<file path="config.mk">
export PLATFORM = sky130hd
export DESIGN_NAME = cl_aes_ocl_engine_flat
export DESIGN_NICKNAME = d
export VERILOG_FILES = /design/src/rtl/cl_aes_ocl_engine_if.sv /design/src/rtl/cl_aes_ocl_engine.sv /design/src/flat_wrapper.sv
export SDC_FILE = /design/constraint.sdc
export NUM_CORES = 2
export LEC_CHECK = 0
export ABC_AREA = 1
export ABC_CLOCK_PERIOD_IN_PS = 4100
export BUFFER_PORTS_ARGS = -buffer_cell sky130_fd_sc_hd__buf_4
export CAP_MARGIN = 20
export CORE_AREA = 2 2 467 469
export CTS_CLUSTER_SIZE = 12
export DETAILED_ROUTE_END_ITERATION = 7
export DIE_AREA = 0 0 469 471
export MAX_ROUTING_LAYER = met4
export PLACE_DENSITY_LB_ADDON = 0.25
export SLEW_MARGIN = 30
export SYNTH_ARGS = -nofsm -noshare
export SYNTH_HDL_FRONTEND = slang
export SYNTH_SLANG_ARGS = --single-unit
</file>
<file path="constraint.sdc">
create_clock -name clk_main_a0 -period 4.1 [get_ports clk_main_a0]
set_input_delay 0.205 -clock clk_main_a0 [delete_from_list [all_inputs] [get_ports clk_main_a0]]
set_output_delay 0.205 -clock clk_main_a0 [all_outputs]
set_load 0.05 [all_outputs]
</file>
<file path="src/rtl/cl_aes_ocl_engine_if.sv">
// AXI-Lite register bus between the OCL register slice and the AES engine front-end.
interface cl_aes_ocl_engine_if;
    logic        awvalid;
    logic [31:0] awaddr;
    logic        awready;
    logic        wvalid;
    logic [31:0] wdata;
    logic [3:0]  wstrb;
    logic        wready;
    logic        bvalid;
    logic [1:0]  bresp;
    logic        bready;
    logic        arvalid;
    logic [31:0] araddr;
    logic        arready;
    logic        rvalid;
    logic [31:0] rdata;
    logic [1:0]  rresp;
    logic        rready;

    modport master (
        output awvalid, awaddr, wvalid, wdata, wstrb, bready, arvalid, araddr, rready,
        input  awready, wready, bvalid, bresp, arready, rvalid, rdata, rresp
    );

    modport slave (
        input  awvalid, awaddr, wvalid, wdata, wstrb, bready, arvalid, araddr, rready,
        output awready, wready, bvalid, bresp, arready, rvalid, rdata, rresp
    );
endinterface

</file>
<file path="src/rtl/cl_aes_ocl_engine.sv">
// AXI-Lite front-end for NUM_CH external aes_256 cores: per-channel plaintext, key,
// start, busy/done status, captured result and completed-operation count.
module cl_aes_ocl_engine #(
    parameter int unsigned NUM_CH    = 2,
    parameter int unsigned AES_LAT   = 30,
    parameter logic [31:0] UNMAP_VAL = 32'hDEAD_DEAD
) (
    input  logic                  clk_main_a0,
    input  logic                  rst_main_n,
    cl_aes_ocl_engine_if.slave    ocl,
    output logic [NUM_CH*128-1:0] core_state,
    output logic [NUM_CH*256-1:0] core_key,
    input  logic [NUM_CH*128-1:0] core_out,
    output logic [NUM_CH-1:0]     ch_done,
    output logic [15:0]           vled
);

    localparam int unsigned      CNT_W    = (AES_LAT > 1) ? $clog2(AES_LAT) : 1;
    localparam logic [CNT_W-1:0] CNT_LAST = CNT_W'(AES_LAT - 1);

    typedef enum logic [1:0] {ST_IDLE, ST_RUN, ST_DONE} ch_state_t;

    ch_state_t          fsm      [NUM_CH];
    logic [CNT_W-1:0]   lat_cnt  [NUM_CH];
    logic [127:0]       state_q  [NUM_CH];
    logic [255:0]       key_q    [NUM_CH];
    logic [127:0]       result_q [NUM_CH];
    logic [31:0]        opcnt_q  [NUM_CH];

    logic               wr_active;
    logic               bvalid_q;
    logic [15:0]        wr_addr;
    logic               wr_fire;
    logic [5:0]         wr_word;
    logic [NUM_CH-1:0]  ch_wsel;

    logic               ar_q;
    logic               rvalid_q;
    logic [15:0]        rd_addr;
    logic [31:0]        rdata_q;
    logic [31:0]        rd_val;
    logic [5:0]         rd_word;

    // The bvalid term keeps a still-asserted wvalid from landing a second write
    assign wr_fire     = wr_active & ocl.wvalid & ~bvalid_q;
    assign wr_word     = wr_addr[7:2];
    assign ocl.awready = ~wr_active;
    assign ocl.wready  = wr_fire;
    assign ocl.bvalid  = bvalid_q;
    assign ocl.bresp   = 2'b00;

    assign rd_word     = rd_addr[7:2];
    assign ocl.arready = ~ar_q & ~rvalid_q;
    assign ocl.rvalid  = rvalid_q;
    assign ocl.rdata   = rdata_q;
    assign ocl.rresp   = 2'b00;

    for (genvar g = 0; g < NUM_CH; g++) begin : g_ch
        assign core_state[g*128 +: 128] = state_q[g];
        assign core_key[g*256 +: 256]   = key_q[g];
        assign ch_done[g]               = (fsm[g] == ST_DONE);
        assign ch_wsel[g] = wr_fire && (wr_addr[15:12] == 4'd0) && (wr_addr[11:8] == 4'(g));
    end

    // NOTE: all state below uses non-blocking assignments so every register samples
    // pre-edge values regardless of statement order.
    always_ff @(posedge clk_main_a0 or negedge rst_main_n) begin
        if (!rst_main_n) begin
            wr_active <= 1'b0;
            bvalid_q  <= 1'b0;
            wr_addr   <= '0;
        end else begin
            if (!wr_active && ocl.awvalid) begin
                wr_active <= 1'b1;
                wr_addr   <= ocl.awaddr[15:0];
            end else if (bvalid_q && ocl.bready) begin
                wr_active <= 1'b0;
            end
            if (wr_fire) begin
                bvalid_q <= 1'b1;
            end else if (bvalid_q && ocl.bready) begin
                bvalid_q <= 1'b0;
            end
        end
    end

    // NOTE: the register arrays are reset because software must see zeroed
    // STATE/KEY/RESULT/OPCNT after any reset, including one mid-operation.
    always_ff @(posedge clk_main_a0 or negedge rst_main_n) begin
        if (!rst_main_n) begin
            for (int c = 0; c < NUM_CH; c++) begin
                fsm[c]      <= ST_IDLE;
                lat_cnt[c]  <= '0;
                state_q[c]  <= '0;
                key_q[c]    <= '0;
                result_q[c] <= '0;
                opcnt_q[c]  <= '0;
            end
        end else begin
            for (int c = 0; c < NUM_CH; c++) begin
                case (fsm[c])
                    ST_RUN: begin
                        // Start and STATE/KEY writes are ignored here so core inputs stay stable
                        if (lat_cnt[c] == CNT_LAST) begin
                            result_q[c] <= core_out[c*128 +: 128];
                            opcnt_q[c]  <= opcnt_q[c] + 32'd1;
                            fsm[c]      <= ST_DONE;
                        end else begin
                            lat_cnt[c] <= lat_cnt[c] + 1'b1;
                        end
                    end
                    default: begin
                        if (ch_wsel[c] && wr_word == 6'h00 && ocl.wstrb[0] && ocl.wdata[0]) begin
                            fsm[c]     <= ST_RUN;
                            lat_cnt[c] <= '0;
                        end
                        for (int b = 0; b < 4; b++) begin
                            if (ch_wsel[c] && ocl.wstrb[b]) begin
                                if (wr_word[5:2] == 4'h1)
                                    state_q[c][{wr_word[1:0], 2'(b), 3'b000} +: 8] <= ocl.wdata[b*8 +: 8];
                                if (wr_word[5:3] == 3'h1)
                                    key_q[c][{wr_word[2:0], 2'(b), 3'b000} +: 8] <= ocl.wdata[b*8 +: 8];
                            end
                        end
                    end
                endcase
            end
        end
    end

    // NOTE: rd_val gets a default before any branch so the mux cannot infer a latch.
    always_comb begin
        rd_val = UNMAP_VAL;
        for (int c = 0; c < NUM_CH; c++) begin
            if (rd_addr[15:12] == 4'd0 && rd_addr[11:8] == 4'(c)) begin
                case (rd_word) inside
                    6'h00:          rd_val = {30'd0, fsm[c] == ST_DONE, fsm[c] == ST_RUN};
                    [6'h04:6'h07]:  rd_val = state_q[c][{rd_word[1:0], 5'b00000} +: 32];
                    [6'h08:6'h0F]:  rd_val = key_q[c][{rd_word[2:0], 5'b00000} +: 32];
                    [6'h10:6'h13]:  rd_val = result_q[c][{rd_word[1:0], 5'b00000} +: 32];
                    6'h14:          rd_val = opcnt_q[c];
                    default:        rd_val = UNMAP_VAL;
                endcase
            end
        end
    end

    // Address accepted at T is registered in ar_q at T+1 and presented as rvalid at T+2
    always_ff @(posedge clk_main_a0 or negedge rst_main_n) begin
        if (!rst_main_n) begin
            ar_q     <= 1'b0;
            rd_addr  <= '0;
            rvalid_q <= 1'b0;
            rdata_q  <= '0;
        end else if (ocl.arvalid && !ar_q && !rvalid_q) begin
            ar_q    <= 1'b1;
            rd_addr <= ocl.araddr[15:0];
        end else if (ar_q) begin
            ar_q     <= 1'b0;
            rvalid_q <= 1'b1;
            rdata_q  <= rd_val;
        end else if (rvalid_q && ocl.rready) begin
            rvalid_q <= 1'b0;
            rdata_q  <= '0;
        end
    end

    always_ff @(posedge clk_main_a0 or negedge rst_main_n) begin
        if (!rst_main_n) vled <= '0;
        else             vled <= result_q[0][15:0];
    end

    logic unused_bits;
    assign unused_bits = ^{ocl.awaddr[31:16], ocl.araddr[31:16], wr_addr[1:0], rd_addr[1:0]};

endmodule
</file>
<file path="src/flat_wrapper.sv">
// flat-port wrapper written by rule: the top's interface ports become plain ports
module cl_aes_ocl_engine_flat 
#(
    parameter int unsigned NUM_CH    = 2,
    parameter int unsigned AES_LAT   = 30,
    parameter logic [31:0] UNMAP_VAL = 32'hDEAD_DEAD
)
  (clk_main_a0, rst_main_n, core_state, core_key, core_out, ch_done, vled, ocl_awvalid, ocl_awaddr, ocl_wvalid, ocl_wdata, ocl_wstrb, ocl_bready, ocl_arvalid, ocl_araddr, ocl_rready, ocl_awready, ocl_wready, ocl_bvalid, ocl_bresp, ocl_arready, ocl_rvalid, ocl_rdata, ocl_rresp);
  cl_aes_ocl_engine_if ocl_i ();
  input  logic clk_main_a0;
  input  logic rst_main_n;
  output logic [NUM_CH*128-1:0] core_state;
  output logic [NUM_CH*256-1:0] core_key;
  input  logic [NUM_CH*128-1:0] core_out;
  output logic [NUM_CH-1:0] ch_done;
  output logic [15:0] vled;
  input wire logic [$bits(ocl_i.awvalid)-1:0] ocl_awvalid;
  input wire logic [$bits(ocl_i.awaddr)-1:0] ocl_awaddr;
  input wire logic [$bits(ocl_i.wvalid)-1:0] ocl_wvalid;
  input wire logic [$bits(ocl_i.wdata)-1:0] ocl_wdata;
  input wire logic [$bits(ocl_i.wstrb)-1:0] ocl_wstrb;
  input wire logic [$bits(ocl_i.bready)-1:0] ocl_bready;
  input wire logic [$bits(ocl_i.arvalid)-1:0] ocl_arvalid;
  input wire logic [$bits(ocl_i.araddr)-1:0] ocl_araddr;
  input wire logic [$bits(ocl_i.rready)-1:0] ocl_rready;
  output wire logic [$bits(ocl_i.awready)-1:0] ocl_awready;
  output wire logic [$bits(ocl_i.wready)-1:0] ocl_wready;
  output wire logic [$bits(ocl_i.bvalid)-1:0] ocl_bvalid;
  output wire logic [$bits(ocl_i.bresp)-1:0] ocl_bresp;
  output wire logic [$bits(ocl_i.arready)-1:0] ocl_arready;
  output wire logic [$bits(ocl_i.rvalid)-1:0] ocl_rvalid;
  output wire logic [$bits(ocl_i.rdata)-1:0] ocl_rdata;
  output wire logic [$bits(ocl_i.rresp)-1:0] ocl_rresp;
  assign ocl_i.awvalid = ocl_awvalid;
  assign ocl_i.awaddr = ocl_awaddr;
  assign ocl_i.wvalid = ocl_wvalid;
  assign ocl_i.wdata = ocl_wdata;
  assign ocl_i.wstrb = ocl_wstrb;
  assign ocl_i.bready = ocl_bready;
  assign ocl_i.arvalid = ocl_arvalid;
  assign ocl_i.araddr = ocl_araddr;
  assign ocl_i.rready = ocl_rready;
  assign ocl_awready = ocl_i.awready;
  assign ocl_wready = ocl_i.wready;
  assign ocl_bvalid = ocl_i.bvalid;
  assign ocl_bresp = ocl_i.bresp;
  assign ocl_arready = ocl_i.arready;
  assign ocl_rvalid = ocl_i.rvalid;
  assign ocl_rdata = ocl_i.rdata;
  assign ocl_rresp = ocl_i.rresp;
  cl_aes_ocl_engine #(.NUM_CH(NUM_CH), .AES_LAT(AES_LAT), .UNMAP_VAL(UNMAP_VAL)) u_core (.clk_main_a0(clk_main_a0), .rst_main_n(rst_main_n), .ocl(ocl_i), .core_state(core_state), .core_key(core_key), .core_out(core_out), .ch_done(ch_done), .vled(vled));
endmodule
</file>
# Word-level counts from Yosys, hierarchy flattened
# Index checks and enable logic that the tools add are counted.
# op_classes
addsub,12
order_cmp,6
n_eq_ne,15
shift,22
mux,92
bitwise_logic,8
n_reduce_logical,48
# op_table
operator,count
$mux 256,22
$mux 128,22
$bwmux 256,8
$bwmux 128,8
$shift 8x10->256 const A,4
$shiftx 8x10->256,4
$shift 8x9->128 const A,4
$shiftx 128x8->32,4
$shiftx 256x9->32,2
$shiftx 8x9->128,4
$mux 32,14
$add 32x1->32 const B,2
$neg 8->10,4
$neg 7->9,4
$mux 5,6
$logic_and 1x1->1,27
$logic_not 4->1,4
$reduce_and 2->1,7
$eq 4x1->1 const B,3
$logic_not 6->1,2
$mux 2,6
$add 5x1->5 const B,2
$eq 5x5->1 const B,2
$reduce_bool 2->1,5
16 further kinds,33
# word_totals
register_bits,1186
inputBits,363
output_inout_bits,827

# Logic depth before layout (Yosys ltp)
# depth
word_depth,18
depth_mapped,14
depth_no_buf,13

# Worst setup path before layout
# Ideal clock, no wire load.
# synth_path
path_type,reg-to-reg
startpoint,register u_core.wr_addr[3]
endpoint,register u_core.key_q (netlist bit u_core.core_key[6])
arrival_ns,2.707
t_required_ns,3.969
setup_slack_ns,1.262
path_stages_with_launch,14
path_buffers,5
path_cell_list,dfrtp_1 > clkbuf_1 > clkinv_1 > clkbuf_1 > ha_1 > buf_2 > inv_1 > buf_2 > nand2_1 > nor4_1 > nand3_1 > clkbuf_1 > nand2_1 > o21ai_0
# synth_via
elab_chain_cells,17
word_cells_on_any_way,27
cone_classes,add/sub (4); shift (8); mux (15)
# synth_rtl
item,line_no,rtl
"start, declared",cl_aes_ocl_engine.sv:32,logic [15:0] wr_addr;
"start signal, assigned",cl_aes_ocl_engine.sv:75,wr_addr <= ocl.awaddr[15:0];
$neg 8->10,cl_aes_ocl_engine.sv:122,"key_q[c][{wr_word[2:0], 2'(b), 3'b000} +: 8] <= ocl.wdata[b*8 +: 8];"
$shiftx 8x10->256 or $shift 8x10->256 (tied branches),cl_aes_ocl_engine.sv:122,
$bwmux 256,cl_aes_ocl_engine.sv:122,
$mux 256,cl_aes_ocl_engine.sv:121,if (wr_word[5:3] == 3'h1)
$mux 256,cl_aes_ocl_engine.sv:118,if (ch_wsel[c] && ocl.wstrb[b]) begin
$mux 256,cl_aes_ocl_engine.sv:101,case (fsm[c])
$bwmux 256,cl_aes_ocl_engine.sv:122,
$mux 256,cl_aes_ocl_engine.sv:121,
$mux 256,cl_aes_ocl_engine.sv:118,
$mux 256,cl_aes_ocl_engine.sv:101,
$bwmux 256,cl_aes_ocl_engine.sv:122,
$mux 256,cl_aes_ocl_engine.sv:121,
$mux 256,cl_aes_ocl_engine.sv:118,
$mux 256,cl_aes_ocl_engine.sv:101,
$bwmux 256,cl_aes_ocl_engine.sv:122,
$mux 256,cl_aes_ocl_engine.sv:121,
$mux 256 *,cl_aes_ocl_engine.sv:118,
"end signal, assigned by index",cl_aes_ocl_engine.sv:122,
"end, declared",cl_aes_ocl_engine.sv:26,logic [255:0] key_q [NUM_CH];
# Every way passes the cells marked *; elsewhere a longest branch is shown, timed or not. The select of a mux whose other input is x is not followed.
# A chain may end at the register's enable or synchronous reset.

# Final worst setup path
# layout_path
startpoint,register u_core.wr_addr[7]
endpoint,register u_core.state_q (netlist bit u_core.core_state[123])
# layout_via
elab_chain_cells,15
# layout_rtl
item,line_no,rtl
$eq 4x1->1 *,cl_aes_ocl_engine.sv:119,if (wr_word[5:2] == 4'h1)
$mux 128,cl_aes_ocl_engine.sv:119,
$mux 128,cl_aes_ocl_engine.sv:118,
$mux 128,cl_aes_ocl_engine.sv:101,
$bwmux 128,cl_aes_ocl_engine.sv:120,"state_q[c][{wr_word[1:0], 2'(b), 3'b000} +: 8] <= ocl.wdata[b*8 +: 8];"
$mux 128,cl_aes_ocl_engine.sv:119,
$mux 128,cl_aes_ocl_engine.sv:118,
$mux 128,cl_aes_ocl_engine.sv:101,
$bwmux 128,cl_aes_ocl_engine.sv:120,
$mux 128,cl_aes_ocl_engine.sv:119,
$mux 128,cl_aes_ocl_engine.sv:118,
$mux 128,cl_aes_ocl_engine.sv:101,
$bwmux 128,cl_aes_ocl_engine.sv:120,
$mux 128,cl_aes_ocl_engine.sv:119,
$mux 128 *,cl_aes_ocl_engine.sv:118,
"end signal, assigned by index",cl_aes_ocl_engine.sv:120,
"end, declared",cl_aes_ocl_engine.sv:25,logic [127:0] state_q [NUM_CH];
# Marked as above.

==> metrics <==
Hold/Removal Path Class=in -> reg; f_max=283 MHz; Yosys warning count=0; # clock sinks=1,182; height of the chip=471 um; Clock Pin Slew Worst Setup and Hold Paths=0.06 ns; critical path arrival=4.25 ns; CP required=4.81 ns; DRC violation count after routing=0; first-pass GRT wire length=463 mm; largest net degree at the start of global routing=174; Leak Pwr=35.9 nW; Post-synth EDFFs=0; share of the synthesized area in the top cell type=0.524; io pins=1,190; Area Overhead vs Synth=36.0%; TritonCTS Buffers=149; Detailed Route Iter0 Violations=6,062; FP Rows=171; Syn Inst Count=7,423; Final period util=0.862; total die area=221,000 um2; Final Hold Vio Count=0; RSZ-0062 raised after global routing=no; deepest clock path buffer count=3; initial antenna violation count=27; Power Density=531 nW/um2; asr flop ratio synth=1.00; DR vias=59,633; Syn Std Cell Area=56,400 um2; CP Max Fanout=16; crit path kind=reg -> reg; Seq/Total Area, Yosys=0.524; Final ANT Viol Nets=0; PostCTS Resize Cnt=0; nets@finish=9,122; routability cong.=0.966; DR pass1 iterations=8; # H-tree levels=4; largest cells by area after synthesis=dfrtp_1 (52%), nand2_1 (19%), o21ai_0 (8.8%); Avg Inst Size Synth=7.60 um2; VDD IR-drop max=0.000533 V; Tot Pwr=40.8 mW; Yosys reg bits=1,182; crit end category=flip-flop; Yosys cell types=33; Max Transition Viols Final=0; cell accounting for the most synthesized area=dfrtp_1; Multi-input gate area=23,900 um2; skew final=0.0572 ns; Setup Fix Bufs, Post-CTS=0; GRT Total Usage=0.307; DR WL/cell=28.9 um; status=finished, final reports clean; top_reg_cell synth=dfrtp_1; core area=216,000 um2; Final setup viols=0; IO Port Bufs=1,149; gr ovfl total=0; filler instances=22,715; root buffer selected by CTS=clkbuf_16; Clk Latency, worst-skew pair=0.87 ns; CP startpoint kind=flip-flop; vias in the first global route=57,708; Post-Route WL=339 mm; DP HPWL=258 mm; effective utilization at floorplan=0.261; Worst slew margin=0.226; max-cap viol count=0; post-DR vias/cell=5.08; sequential cell area=29,600 um2; Worst-Margin Slew=1.16 ns; CTS tree=done; minimum clock period=3.53 ns; TNS Setup=0 ns; Hold WS=0.0305 ns; die width=469 um; share of layout cells above drive strength 1=0.178
[power breakdown]
| part | leakage [nW] | internal, mW | switching, mW |
|---|---|---|---|
| sequential | 14.6 | 12.0 | 0.302 |
| combinational | 18.9 | 3.48 | 11.4 |
| clock | 2.41 | 7.78 | 5.80 |
| total | 35.9 | 23.2 | 17.5 |
[worst max-delay path, stage by stage (launching register included)]
cell	delay, ns
dfrtp_1	0.37
nor2_1	0.39
inv_1	0.15
nor3_2	0.36
nand2_1	0.30
nor2_1	0.73
nand2_1	0.72
o21ai_0	0.38
[sequential cells by signal (all words and copies together) (netlist names)]
name               flops
u_core.core_key      512
u_core.core_state    256
u_core.result_q      256
u_core.opcnt_q        64
u_core.ocl.rdata      32
u_core.vled           16
u_core.rd_addr        14
u_core.wr_addr        14
u_core.lat_cnt        10
u_core.fsm             4
u_core.ar_q            1
u_core.ocl.bvalid      1
u_core.ocl.rvalid      1
u_core.wr_active       1
[synth_stat cells (8+ instances only)]
library cell and instances:
a21oi_1 75, buf_1 39, buf_2 29, clkbuf_1 377, dfrtp_1 1182, ha_1 13
inv_1 351, mux2_2 8, nand2_1 2908, nand3_1 747, nand3b_1 23, nand4_1 37
nor2_1 368, nor3_1 90, o211ai_1 9, o21ai_0 988, o22ai_1 75, xnor2_1 14
xor2_1 51
[metrics by stage]
stage,setup slack (ns),utilization,area [um2],instances
6_report,0.566,0.355,76700,11739
5_1_grt,0.419,0.355,76700,11732
4_1_cts,0.682,0.355,76600,11718
3_5_place_dp,0.701,0.317,68400,11119
3_3_place_gp,0.742,0.316,68400,11118
2_1_floorplan,1.26,-,56400,7426
[cell usage in the layout (no fill, tap or decap), types with 4 or more instances in the layout]
cell	count
nand2_1	2907
buf_4	1260
dfrtp_1	1176
o21ai_0	987
nand3_1	746
nor2_1	363
inv_1	344
dlygate4sd3_1	328
clkbuf_16	151
nor3_1	81
o22ai_1	75
a21oi_1	74
xor2_1	51
clkbuf_1	41
nand4_1	37
clkinv_2	26
buf_12	26
clkbuf_8	24
nand3b_1	23
diode_2	20
xnor2_1	14
nor3_2	13
ha_1	13
inv_2	9
o211ai_1	9
mux2_2	8
bufinv_16	8
clkinv_1	7
nor2_2	6
nor2_4	5
clkinv_8	5
clkinvlp_4	5
inv_6	5
conb_1	4
inv_16	4
[repair_timing]
item | in CTS | in global routing
setup endpoints to repair | 0 | 0
hold buffers | 329 | 0
hold endpoints to repair | 969 | 0
[metal layers]
layer  routed length (um)  share of wire  global-route usage
met1               140000           0.41               0.381
met2               150000           0.44               0.459
met3                27500          0.081              0.0739
met4                21900          0.065               0.164
met5                    0              0                   -
[path summary, 6_finish.rpt]
path	startpoint	to	slack, ns	cells after the start
max in group asynchronous	rst_main_n	u_core.opcnt_q[30]$_DFFE_PN0P_	2.33	5
min in group asynchronous	rst_main_n	u_core.opcnt_q[22]$_DFFE_PN0P_	0.45	3
min	ocl_wdata[25]	u_core.core_state[249]$_DFFE_PN0P_	0.03	5
min reg2reg	u_core.result_q[128]$_DFFE_PN0P_	u_core.vled[0]$_DFF_PN0_	0.37	0
max reg2reg	u_core.wr_addr[7]$_DFFE_PN0P_	u_core.core_state[123]$_DFFE_PN0P_	0.57	7
max	u_core.wr_addr[7]$_DFFE_PN0P_	u_core.core_state[123]$_DFFE_PN0P_	0.57	7
[cell type report]
class                      count  share of cell area
sequential                  1182               0.386
multi-input combinational   5431               0.311
timing repair buffer        1618               0.174
clock buffer                 216              0.0556
tap                         2854              0.0465
inverter                     364              0.0180
clock inverter                54             0.00843
antenna                       20            0.000652
[kinds of logic (layout without fill, tap and decap cells)]
logic type	count (synthesis)	in the layout	share of synthesized area
and+or+nand+nor	4192	4192	0.302
DFF	1182	1182	0.524
adders and majority gates	13	13	0.00288
xor gates and xnor gates	65	65	0.0101
AOI/OAI and AO/OA	1149	1149	0.104
other	1	24	0.0000665
muxes	8	8	0.00160
buffers and inverters	813	2252	0.0550
Note: power is estimated with default switching activity, not from simulation.
